File: src/rtl/uart_rx.sv
// rtl/uart_rx.sv - 8N1 UART receiver with mid-bit sampling and a one-entry valid/ready output buffer
`ifndef DEFAULT_BAUD
`define DEFAULT_BAUD 115200
`endif
`ifndef CLK_PER_SEC
`define CLK_PER_SEC 50000000
`endif

module uart_rx #(
   parameter int BAUD        = `DEFAULT_BAUD,
   parameter int CLK_PER_SEC = `CLK_PER_SEC
) (
   input  logic       clk,
   input  logic       rst,
   input  logic       rxd,
   output logic [7:0] rdata,
   output logic       rvalid,
   input  logic       rready,
   output logic       ferr,
   output logic       overrun
);

   localparam int HALF = CLK_PER_SEC / BAUD / 2;
   localparam int BIT  = 2 * HALF;
   localparam int CW   = ($clog2(BIT) + 1 > 16) ? ($clog2(BIT) + 1) : 16;
   localparam logic [CW-1:0] HALF_LAST = CW'(HALF - 1);
   localparam logic [CW-1:0] BIT_LAST  = CW'(BIT - 1);

   typedef enum logic [2:0] {
      S_IDLE,
      S_START,
      S_DATA,
      S_STOP,
      S_BRK
   } state_t;

   state_t        state;
   logic [CW-1:0] cnt;
   logic [2:0]    idx;
   logic [7:0]    shreg;
   logic          rx_meta;
   logic          rxs;

   // Two-flop synchronizer; idle-high reset value keeps reset from looking like a start bit.
   always_ff @(posedge clk) begin
      if (rst) begin
         rx_meta <= 1'b1;
         rxs     <= 1'b1;
      end else begin
         rx_meta <= rxd;
         rxs     <= rx_meta;
      end
   end

   always_ff @(posedge clk) begin
      if (rst) begin
         state   <= S_IDLE;
         cnt     <= '0;
         idx     <= 3'd0;
         shreg   <= 8'h00;
         rdata   <= 8'h00;
         rvalid  <= 1'b0;
         ferr    <= 1'b0;
         overrun <= 1'b0;
      end else begin
         ferr    <= 1'b0;
         overrun <= 1'b0;
         if (rvalid && rready)
            rvalid <= 1'b0;

         case (state)
            S_IDLE: begin
               cnt <= '0;
               if (!rxs)
                  state <= S_START;
            end

            S_START: begin
               if (cnt == HALF_LAST) begin
                  cnt <= '0;
                  idx <= 3'd0;
                  state <= rxs ? S_IDLE : S_DATA;
               end else begin
                  cnt <= cnt + 1'b1;
               end
            end

            S_DATA: begin
               if (cnt == BIT_LAST) begin
                  cnt        <= '0;
                  shreg[idx] <= rxs;
                  idx        <= idx + 3'd1;
                  if (idx == 3'd7)
                     state <= S_STOP;
               end else begin
                  cnt <= cnt + 1'b1;
               end
            end

            S_STOP: begin
               if (cnt == BIT_LAST) begin
                  cnt <= '0;
                  if (rxs) begin
                     // Leaving at mid-stop-bit lets an immediately following start bit be caught.
                     state <= S_IDLE;
                     if (!rvalid || rready) begin
                        rdata  <= shreg;
                        rvalid <= 1'b1;
                     end else begin
                        overrun <= 1'b1;
                     end
                  end else begin
                     ferr  <= 1'b1;
                     state <= S_BRK;
                  end
               end else begin
                  cnt <= cnt + 1'b1;
               end
            end

            S_BRK: begin
               cnt <= '0;
               if (rxs)
                  state <= S_IDLE;
            end

            default: begin
               cnt   <= '0;
               state <= S_IDLE;
            end
         endcase
      end
   end

endmodule
File: config.mk
export PLATFORM = sky130hd
export DESIGN_NAME = uart_rx
export DESIGN_NICKNAME = d
export VERILOG_FILES = /design/src/rtl/uart_rx.sv
export SDC_FILE = /design/constraint.sdc
export NUM_CORES = 1
export LEC_CHECK = 0
export ABC_CLOCK_PERIOD_IN_PS = 4450
export CAP_MARGIN = 5
export CELL_PAD_IN_SITES_DETAIL_PLACEMENT = 0
export CELL_PAD_IN_SITES_GLOBAL_PLACEMENT = 1
export CORE_UTILIZATION = 35
export CTS_CLUSTER_SIZE = 28
export DETAILED_ROUTE_END_ITERATION = 7
export PLACE_DENSITY_LB_ADDON = 0.1
export SLEW_MARGIN = 20
export SYNTH_ARGS = -nofsm -noshare
export SYNTH_HDL_FRONTEND = slang
export SYNTH_SLANG_ARGS = --single-unit
File: constraint.sdc
create_clock -name clk -period 4.45 [get_ports clk]
set_input_delay 0.6675 -clock clk [delete_from_list [all_inputs] [get_ports clk]]
set_output_delay 0.6675 -clock clk [all_outputs]
set_load 0.005 [all_outputs]
### Yosys cells after proc, flatten, opt, wreduce, memory -nomap -nowiden

Index checks and enable logic that the tools add are counted.

* memories: 0
* register bits: 43
* bits in latches: 0
* bits in writable memories: 0
* ROM bits: 0
* word-level logic and storage cells: 68
* output and inout port bits: 11
* input bits: 4

* reduce and logical (&&, ||, !) cells: 13
* magnitude comparators: 2
* shift-type cells: 0
* mux-type cells: 25
* bitwise operators: 3
* equality and inequality tests: 13
* divide/modulo/power cells: 0
* multipliers: 0
* add/sub/neg operators: 2

Operators by type and width (number)
* $mux W16: 2
* $pmux W16 S2: 1
* $mux W3: 9
* $add A16 B1 Y16 const B: 1
* $eq A16 B8 Y1 const B: 1
* $eq A16 B9 Y1 const B: 1
* $pmux W3 S5: 1
* $ne A2 B2 Y1 const B: 6
* $bwmux W8: 1
* $mux W1: 8
* $eq A3 B2 Y1 const B: 2
* $eq A3 B3 Y1 const B: 2
* $pmux W3 S2: 1
* $reduce_and A6 Y1: 1
* $lt A3 B4 Y1 const B: 1
* $reduce_and A4 Y1: 1
* $reduce_or A4 Y1: 1
* $add A3 B1 Y3 const B: 1
* $demux W1 S3: 1
* $eq A3 B1 Y1 const B: 1
* $ge A3 B1 Y1 const B: 1
* $logic_not A3 Y1: 1
* $not A1 Y1: 3
* $reduce_and A3 Y1: 1
* 8 further kinds: 9

### Longest topological paths before layout

* depth after elaboration: 6
* mapped depth: 8

### Least setup slack after synthesis

Ideal clock, no wire load.

* path kind: register to register
* start point: register cnt[2]
* end point: register cnt[10]
* setup time: 132 ps
* cell stages (with the launch flop): 7
* path slack: 2119 ps
* arrival time: 2199 ps
* period minus slack after synthesis: 2331 ps
* buffers on the path: 2
* cells stage by stage: dfxtp_1 > or4_4 > or4_2 > buf_2 > a22oi_4 > buf_4 > nor3_1

* word-level cells in the longest chain between the ends: 3

RTL lines
* start, declared: RTL line 38 `logic [CW-1:0] cnt;`
* start signal, assigned: RTL line 84 `cnt <= cnt + 1'b1;`
* start signal, assigned: RTL line 96 `cnt <= cnt + 1'b1;`
* start signal, assigned: RTL line 117 `cnt <= cnt + 1'b1;`
* $add A16 B1 Y16, or another cell as far along: RTL line 84, 96, 117
* $mux W16, on equally long branches: RTL line 89, 101, 79
* $pmux W16 S2 *: RTL line 71 `case (state)`

Mark *: on every way between the ends. The rest lies on a longest branch, timed or not.
A chain may end at the register's enable or synchronous reset.

### Worst setup path after layout

* start point: register cnt[2]
* end point: register cnt[1]

* word-level cells in the longest chain between the ends: 3

RTL lines (RTL line)
* $eq A16 B9 Y1 or $eq A16 B8 Y1 (tied branches): 89, 101, 79
* $mux W16, on equally long branches: 89, 101, 79
* $pmux W16 S2 *: 71

Marks and branches as above.

==> flow_summary.json <==
{
  "finalWorstSetupSlack_ns": 1.86,
  "crit_buf_inv": 0,
  "insertion_delay_ns": 0.30,
  "maxSlewHeadroom": 0.339,
  "die_x_um": 80.4,
  "area_growth_pct": 10.4,
  "start_kind": "register",
  "hpwl_um": 3320,
  "synthCells": 241,
  "vias_per_cell": 5.56,
  "worstHoldStart": "rx_meta",
  "tightest_slew_ns": 0.989,
  "reg2reg_from": "cnt[2]",
  "cp_max_fo": 16,
  "num_rows": 28,
  "cts_tree": "done",
  "drtPass1Iterations": 4,
  "drtAntennaViolNets": 0,
  "root_buffer": "clkbuf_8",
  "syn_area_sq_um": 2150,
  "period_minus_slack_ns": 2.59,
  "antenna_found_initial": 0,
  "ioPinCount": 15,
  "grt_max_degree": 30,
  "status": "completed",
  "critPathMaxStageDelay_ns": 0.85,
  "io_buffer_count": 14,
  "die_y_um": 80.4,
  "cts_sinks": 43,
  "avgRoutedWirePerCell_um": 15.0,
  "r2r_slack_ns": 1.86,
  "required_ns": 4.62,
  "ys.flop_type": "dfxtp_1",
  "grt_usage": 0.166,
  "setup-violations-final": 0,
  "cp.depth": 4,
  "avgSynthCellArea_sq_um": 8.93,
  "synth_seq_area_share": 0.400,
  "min_period_over_period": 0.582,
  "maxSlewViolCount": 0,
  "clkTransAtPathRegs_ns": 0.08,
  "cp_slowest_cell": "or4_2",
  "drc": 0,
  "core_sq_um": 5920,
  "vias": 1784,
  "hold_path.class": "reg -> reg",
  "hold_ws_ns": 0.411,
  "drive_above_1_share": 0.0732,
  "crit_start": "cnt[2]",
  "power_leakage_nw": 0.726,
  "crit_path_end": "cnt[1]",
  "die-area_sq_um": 6470,
  "rr_endpoint": "cnt[1]",
  "worstSetupPathType": "reg -> reg",
  "grt_overflow": 0,
  "cp_cell_sequence": "or4_4, or4_2, a22oi_4, nor3b_1",
  "numCtsBuffers": 5,
  "synthMuxAreaShare": 0.00930,
  "initial_core_util": 0.364,
  "hold_viol": 0,
  "rsz0062_at_grt": "no",
  "cts_hold_buffers": 0,
  "fin_nets": 255,
  "h-tree-depth": 2,
  "grt_first_pass_wirelength_um": 8220,
  "synth-compound-area-share": 0.163,
  "worstRegToRegCells": 4,
  "synth-seq-cells": 43,
  "dp_slack_ns": 1.77,
  "ys_warn_count": 0,
  "cp_top_family": "simple AND/OR/NAND/NOR gates",
  "crit_arrival_ns": 2.76,
  "cts_setup_buffers": 0,
  "synth_adder_area_share": 0.0291,
  "wl_um": 4810,
  "yosys.area.top_type": "dfxtp_1",
  "drt_iter0_drc": 94,
  "crit_path_end_kind": "register",
  "synth_xor_area_frac": 0.0447,
  "gp_congestion": 0.772,
  "synth_top_family_by_area": "simple AND/OR/NAND/NOR gates",
  "power.density_nw_per_um2": 303,
  "setup_tns_ns": 0,
  "yosysMostFrequentCell": "dfxtp_1",
  "ys_types": 45,
  "fmax_ghz": 0.386,
  "grt_pass1_vias": 1630,
  "ir_drop_v": 0.000187,
  "synth-simple-area-share": 0.293,
  "async_flop_share": 0,
  "synth.top_cells.by_area": "dfxtp_1 (40%), o31ai_1 (5.2%), a21oi_1 (4.6%), nand4_1 (4.1%), xnor2_1 (3.7%)",
  "report.power.total_mw": 0.721,
  "final.setup_skew_ns": 0.00494,
  "syn_nets": 250,
  "max_cap_violations": 0,
  "cts_resized": 0,
  "synth_commonest_cells": "dfxtp_1 (43), a21oi_1 (20), o31ai_1 (15), nand4_1 (14), nor3_1 (14)",
  "synth_enable_flop_cells": 0,
  "synth_top_area_share": 0.400,
  "cts_max_path_buffers": 2,
  "diodes": 0
}
state kept, by name, indices dropped and copies added (netlist names):
| signal | cells |
|---|---|
| cnt | 16 |
| ferr | 1 |
| idx | 3 |
| overrun | 1 |
| rdata | 8 |
| rvalid | 1 |
| rx_meta | 1 |
| rxs | 1 |
| shreg | 8 |
| state | 3 |
power by group:
part | internal [mW] | switching (mW)
combinational | 0.0218 | 0.0416
clock | 0.122 | 0.137
sequential | 0.390 | 0.00853
metrics by stage:
stage          cells  instance area (sq um)   util
5_1_grt          321                   2380  0.402
3_3_place_gp     314                   2290  0.387
4_1_cts          321                   2380  0.402
3_5_place_dp     314                   2290  0.387
6_report         321                   2380  0.402
2_1_floorplan    241                   2150      -
final cells by class:
class	count	area, sq um
fill	609	3540
clock buffer	6	82.6
sequential	43	861
tap	75	93.8
clock inverter	1	5.00
multi-input combinational	176	1170
timing repair buffer	15	148
inverter	5	18.8
worst min-delay path by stage:
stage | endpoint | slack, ns | cells after the start
after global placement | rxs | 0.39 | 1
after global routing | rxs | 0.42 | 1
after CTS | rxs | 0.41 | 1
after floorplan | rxs | 0.39 | 1
final | rxs | 0.41 | 1
after detailed placement | rxs | 0.39 | 1
worst register-to-register path, delay by kind of cell, from the launching register on:
kind / cells / cell delay (ns)
AO/OA/AOI/OAI: 1 / 0.53
AND/OR/NAND/NOR: 3 / 1.56
flip-flops: 1 / 0.38
placed cells by master (no fill, tap or decap), drive strengths merged, types with 2 or more instances in the layout:
cell / Yosys / layout
nand2b: 7 / 7
or3: 3 / 3
clkdlybuf4s50: 0 / 14
nor3b: 4 / 4
dfxtp: 43 / 43
nand2: 12 / 12
nand3: 9 / 9
nor2: 9 / 9
or4: 12 / 12
or2: 3 / 3
o41ai: 3 / 3
ha: 5 / 5
nor3: 14 / 14
a211oi: 4 / 4
mux2i: 2 / 2
xor2: 2 / 2
o21ai: 2 / 2
nand3b: 5 / 5
xnor2: 9 / 9
nor2b: 2 / 2
o31ai: 15 / 15
a21oi: 20 / 20
nand4: 14 / 14
nor4: 6 / 6
clkbuf: 3 / 6
and3: 3 / 3
inv: 5 / 5
routing by layer:
| layer | GRT usage | part of all wire | vias to the layer above |
|---|---|---|---|
| li1 | - | - | 919 |
| met1 | 0.236 | 0.52 | 815 |
| met2 | 0.247 | 0.43 | 44 |
| met3 | 0.0375 | 0.039 | 6 |
| met4 | 0.0500 | 0.014 | 0 |
| met5 | 0 | 0 | - |
logic make-up (layout without fill, tap and decap cells):
logic type / after synthesis / after routing
simple gates: 107 / 107
xor+xnor: 11 / 11
mux: 2 / 2
fa+ha+maj: 5 / 5
buf+inv: 22 / 27
flops: 43 / 43
compound gates: 51 / 51
No activity file was read; power rests on OpenSTA's default activity.
==> RTL edit: new RTL, same settings <==
Encoding of `state_t`: now one-hot (5 bits for 5 states).
--- a/src/rtl/uart_rx.sv
+++ b/src/rtl/uart_rx.sv
@@ -26,12 +26,12 @@
    localparam logic [CW-1:0] HALF_LAST = CW'(HALF - 1);
    localparam logic [CW-1:0] BIT_LAST  = CW'(BIT - 1);
 
-   typedef enum logic [2:0] {
-      S_IDLE,
-      S_START,
-      S_DATA,
-      S_STOP,
-      S_BRK
+   typedef enum logic [4:0] {
+      S_IDLE  = 5'b00001,
+      S_START = 5'b00010,
+      S_DATA  = 5'b00100,
+      S_STOP  = 5'b01000,
+      S_BRK   = 5'b10000
    } state_t;
 
    state_t        state;
Check against the original RTL: no difference found for any inputs over 10 cycles, from zero or initial values and one cycle with rst high; not proved beyond that.
==> RTL edit against the original RTL <==
Wire length down 12%; sequential share of layout area grew 0.81 points; sequential power grew 5.5%; non-clock buffer count stayed put; first-iteration DRC count shrank 9.6%; count of clock-buffer cells in the layout is 1 higher; clock skew rose by 0.0057 ns; largest power group unchanged; cell area grew 2.4%; clock power increased by 24%; sequential cell count grew 2; setup slack better by 0.41 ns; total power is 12% higher; synthesized area shrank 0.99%; highest routed layer unchanged.
==> RTL edit: results (changes against the original RTL) <==
metric	value	unit	change
status	completed		unchanged
leakage power	0.890	nW	was 0.726 nW
clock-pin slew of the registers on the worst-case setup and hold paths	0.09	ns	
proportion of layout cells with a drive suffix above 1	10.1	%	was 7.32%
Max IR drop VDD	147	uV	was 187 uV
GR Util All Layers	14.6	%	was 16.6%
M1 wire length	2.19	mm	was 2.50 mm
placed inst area	2320	sq um	was 2290 sq um
weighted congestion reported at the end of routability-driven placement	0.723		was 0.772
capturing instance or port of the critical path	shreg[3]		was cnt[1]
routed length on met3	101	um	was 186 um
Yosys warnings	0		unchanged
critical path launch point	state[2]		was cnt[2]
share of the synthesized area in compound gates (AO/OA/AOI/OAI)	9.04	%	was 16.3%
M2 GR Usage	23.0	%	was 24.7%
depth of the worst register-to-register path	5		was 4
average footprint of a synthesized cell	9.07	sq um	was 8.93 sq um
pin count of the biggest net entering global routing	31		was 30
number of clock buffers inserted by TritonCTS	5		unchanged
fraction of synthesized cell area in xor and xnor cells	6.16	%	was 4.47%
largest cells by area after synthesis	sky130_fd_sc_hd__dfxtp_1 (42%), sky130_fd_sc_hd__nor2_1 (6.7%), sky130_fd_sc_hd__mux2i_1 (5.6%)		was sky130_fd_sc_hd__dfxtp_1 (40%), sky130_fd_sc_hd__o31ai_1 (5.2%), sky130_fd_sc_hd__a21oi_1 (4.6%)
list of most frequent post-synthesis cells	sky130_fd_sc_hd__dfxtp_1 (45), sky130_fd_sc_hd__nor2_1 (38), sky130_fd_sc_hd__a21oi_1 (14)		was sky130_fd_sc_hd__dfxtp_1 (43), sky130_fd_sc_hd__a21oi_1 (20), sky130_fd_sc_hd__o31ai_1 (15)
first-pass GRT wire length	7.11	mm	was 8.22 mm
final setup skew	0.0106	ns	was 0.00494 ns
number of global-route vias before repair	1450		was 1630
average vias per placed instance	4.91		was 5.56
setup slack of the worst register-to-register path	2.27	ns	was 1.86 ns
net total in the final layout	256		was 255
number of non-filler instances in the completed layout	323		was 321
post-DP HPWL	2.86	mm	was 3.32 mm
cell depth of the worst min-delay path	1		unchanged
sequential fraction of the synthesis area	42.3	%	was 40.0%
maximum fanout encountered on the critical timing path	12		was 16
synthesized netlist net count	244		was 250
met3 Usage GRT	3.41	%	was 3.75%
post-synthesis mux area share	5.63	%	was 0.930%
critical path arrival	2.42	ns	was 2.76 ns
end point of the worst hold path	rxs		unchanged
worst slew pin tran	0.710	ns	was 0.989 ns
post-route worst hold slack	0.414	ns	was 0.411 ns
Detail Route met2 WL	1.89	mm	was 2.05 mm
initial detailed-routing violation count	85		was 94
post-synthesis share of cell area spent on full adders, half adders and majority gates	2.93	%	was 2.91%
number of setup buffers added after CTS	0		unchanged
minimum period implied by the final worst setup slack	2.18	ns	was 2.59 ns
RTL edit: worst max-delay path, stage by stage (launching register included):
cell and delay [ns]:
sky130_fd_sc_hd__dfxtp_1 0.57, sky130_fd_sc_hd__or3b_4 0.44, sky130_fd_sc_hd__nor4_4 0.31, sky130_fd_sc_hd__nand2_2 0.17, sky130_fd_sc_hd__or4_1 0.49, sky130_fd_sc_hd__a21oi_1 0.14
RTL edit: cell type report:
| cell class | count | area, sq um |
|---|---|---|
| fill | 615 | 3450 |
| multi-input combinational | 175 | 1160 |
| sequential | 45 | 901 |
| timing repair buffer | 15 | 148 |
| tap | 75 | 93.8 |
| clock buffer | 7 | 86.3 |
| clock inverter | 1 | 30.0 |
| inverter | 5 | 18.8 |
RTL edit: logic make-up after synthesis:
family / Yosys count
compound gates: 31
xor+xnor: 15
fa+ha+maj: 5
buf+inv: 15
flops: 45
mux: 12
simple gates: 112
RTL edit: power by group:
part	switching, mW	internal (mW)
registers	0.0122	0.409
logic	0.0338	0.0331
clock network	0.138	0.183
